--- config.mk ---
export PLATFORM = sky130hd
export DESIGN_NAME = and_gate
export DESIGN_NICKNAME = d
export VERILOG_FILES = /design/src/rtl/and_gate.sv
export SDC_FILE = /design/constraint.sdc
export NUM_CORES = 1
export LEC_CHECK = 0
export CORE_AREA = 2 2 39 41
export DETAILED_ROUTE_END_ITERATION = 12
export DIE_AREA = 0 0 41 43
export MAX_ROUTING_LAYER = met4
export PLACE_DENSITY_LB_ADDON = 0.12
export SYNTH_ARGS = -nofsm -noshare
export SYNTH_HDL_FRONTEND = slang
export SYNTH_SLANG_ARGS = --single-unit
--- constraint.sdc ---
create_clock -name clk -period 0.85 [get_ports clk]
set_input_delay 0.1275 -clock clk [delete_from_list [all_inputs] [get_ports clk]]
set_output_delay 0.1275 -clock clk [all_outputs]
set_load 0.02 [all_outputs]
--- src/rtl/and_gate.sv ---
// Bitwise AND unit for the ALU datapath: combinational result and zero/ones flags,
// plus an enable-gated registered copy of the result and its zero flag.
module and_gate #(
   parameter int WIDTH = 3
) (
   input  logic             clk,
   input  logic             reset,
   input  logic [WIDTH-1:0] a,
   input  logic [WIDTH-1:0] b,
   output logic [WIDTH-1:0] y,
   input  logic             en,
   output logic [WIDTH-1:0] y_q,
   output logic             zero,
   output logic             ones,
   output logic             zero_q
);

   assign y    = a & b;
   assign zero = ~|y;
   assign ones = &y;

   // Registered tap: reset wins over en, so a cleared result always reads as zero.
   always_ff @(posedge clk) begin
      if (reset) begin
         y_q    <= '0;
         zero_q <= 1'b1;
      end else if (en) begin
         y_q    <= y;
         zero_q <= zero;
      end
   end

endmodule

==> metrics.txt <==
Psw 0.141 mW; Sum Neg Setup Slack -0.122 ns; CTS clk-pin slew, worst paths 0.04 ns; yosys warns 0; failing checks setup timing; setup violators final 2; Slew @ Worst Pin 0.347 ns; worst hold slack 0.273 ns; Via Count 250; largest net degree at the start of global routing 9; worst-path maximum fanout 2; CTS Root Cell clkbuf_4; post-layout net count 59; Final Cycle Share 113%; syn_area_per_cell 9.01 sq um; Die Area between 0.0015 and 0.002 sq mm; crit-path max cell delay 0.38 ns; Hold Path Stages 4; CP Capture Type primary output; layout overhead on the synthesized area 143%; Clock Sinks 4; initial antenna violation count 0; Post-Synthesis Cells 20; min Tclk post-route 0.962 ns; diodes inserted 0; crit path from a[0]; Pwr Total 0.590 mW; layout cell share with drive strength beyond 1 60.4%; Peak supply drop just under 700 uV; Clock Latency Late Sink approximately 0.23 ns; Sw Ratio 23.9%; Cells after DPL 61; Via density 3.91; Worst Hold Launch a[2]; critical-path cell list buf_6, a222oi_1, buf_2; CTS Buffer Depth 2; non-filler cells, final 64; GRT overflow 0; # rows 14; Hold WC Path Type input port to flop; status finished with violations; max_cap viols 0; vias in the first global route 269; Initial Utilization 13.0%; Worst slew margin between 70 and 80%; final wirelength 621 um; Routed WL per cell 9.70 um; Max Clock Freq around 1.0 GHz; worst-path cell with the longest stage delay a222oi_1; critical path required time 0.72 ns; die height 43 um; Reg power frac 34.4%; Pwr Density 1350 mW/mm^2; gr usage total 9.47%; H-tree depth 1; Net Count, Synth 29; Synth cell types 10; sequential area share after synthesis around 44%; crit path launch type input port; Clock Power Share 38.0%; die width 41 um; DRT iter0 DRCs 2; Mapped Area 180 sq um; Layout Skew 0 ns; ANT nets after route 0; CTS tree built; I/O pin count 18; worst setup margin -0.112 ns; worst setup path category input port to primary output; combinational group share of total power ~28%; Final Hold Vio Count 0; Max Slew Vio Count 0; Yosys reg bits 4; TritonCTS Buffers 3; most frequent cells in the layout 9 x buf_4, 7 x buf_6, 6 x buf_2; Placer Congestion 0.706; most common cell after layout, fill and taps aside buf_4; first-pass GRT wire length about 1.0 mm; R2R depth 2; WP data arrival 0.83 ns; reg2reg start zero_q; # DRC 0; RSZ-0062 raised after global routing true; Port Buffers 17; core area 0.00138 sq mm; P_int 0.449 mW; P_leak 0.209 nW; FILL cells 159; drt pass-1 iters 4
==> metal layers <==
metal,vias to the layer above,share of wire [%],global-route usage (%)
li1,129,-,-
met1,115,41,9.00
met3,0,4.8,7.85
met2,6,54,14.4
met5,-,0,-
met4,0,0,2.00
==> logic make-up (layout without fill, tap and decap cells) <==
group	Yosys count	in the layout	synth area share, %
compound gates	5	5	18.7
simple gates	11	11	36.8
flops	4	4	44.4
buf+inv	0	28	0
==> registers in the layout (all words and copies together), names as in the netlist <==
signal	flops
y_q	3
zero_q	1
==> worst max-delay path: cells and delay by family <==
| family | cells | cell delay [ns] |
|---|---|---|
| AO/OA/AOI/OAI | 1 | 0.38 |
| buffers and inverters | 2 | 0.33 |
==> final timing paths <==
path         slack, ns     end
min reg2reg       0.47  y_q[1]
max              -0.11    zero
max reg2reg       0.06  zero_q
min               0.27  y_q[2]
==> timing repair <==
action,in CTS,in global routing
pin swaps,4,1
endpoints found under the setup margin,10,7
buffers inserted,0,0
gates resized for setup,68,8
hold buffers,0,0
==> cell type report <==
cell class	instances	area [sq um]	share of cell area [%]
timing repair buffer	25	205	46.9
multi-input combinational	16	109	24.9
sequential	4	81.3	18.6
clock buffer	3	22.5	5.14
tap	16	20.0	4.57
==> power by group through the flow <==
stage	clock [mW]	combinational (mW)	sequential [mW]
after global routing	0.252	0.177	0.204
after CTS	0.238	0.157	0.202
after detailed placement	0	0.176	0.205
after floorplan	0	0.0416	0.216
after global placement	0	0.175	0.205
final	0.224	0.163	0.203
==> Yosys cell counts <==
cell / number / area share (%)
nand2b_1: 3 / 10
a21oi_1: 3 / 8.3
a211o_1: 1 / 4.9
and3_1: 1 / 3.5
nand3_1: 3 / 8.3
dfxtp_1: 4 / 44
and2_2: 1 / 4.2
a222oi_1: 1 / 5.6
and2_1: 2 / 6.9
nor2b_1: 1 / 3.5
==> per-stage QoR <==
stage | area, sq um | worst slack [ns] | util, %
5_1_grt | 438 | -0.155 | 31.6
4_1_cts | 422 | -0.119 | 30.5
3_5_place_dp | 430 | -0.919 | 31.1
3_3_place_gp | 430 | -0.898 | 31.1
2_1_floorplan | 180 | -0.278 | -
6_report | 438 | -0.112 | 31.6
Note: power is estimated with default switching activity, not from simulation.
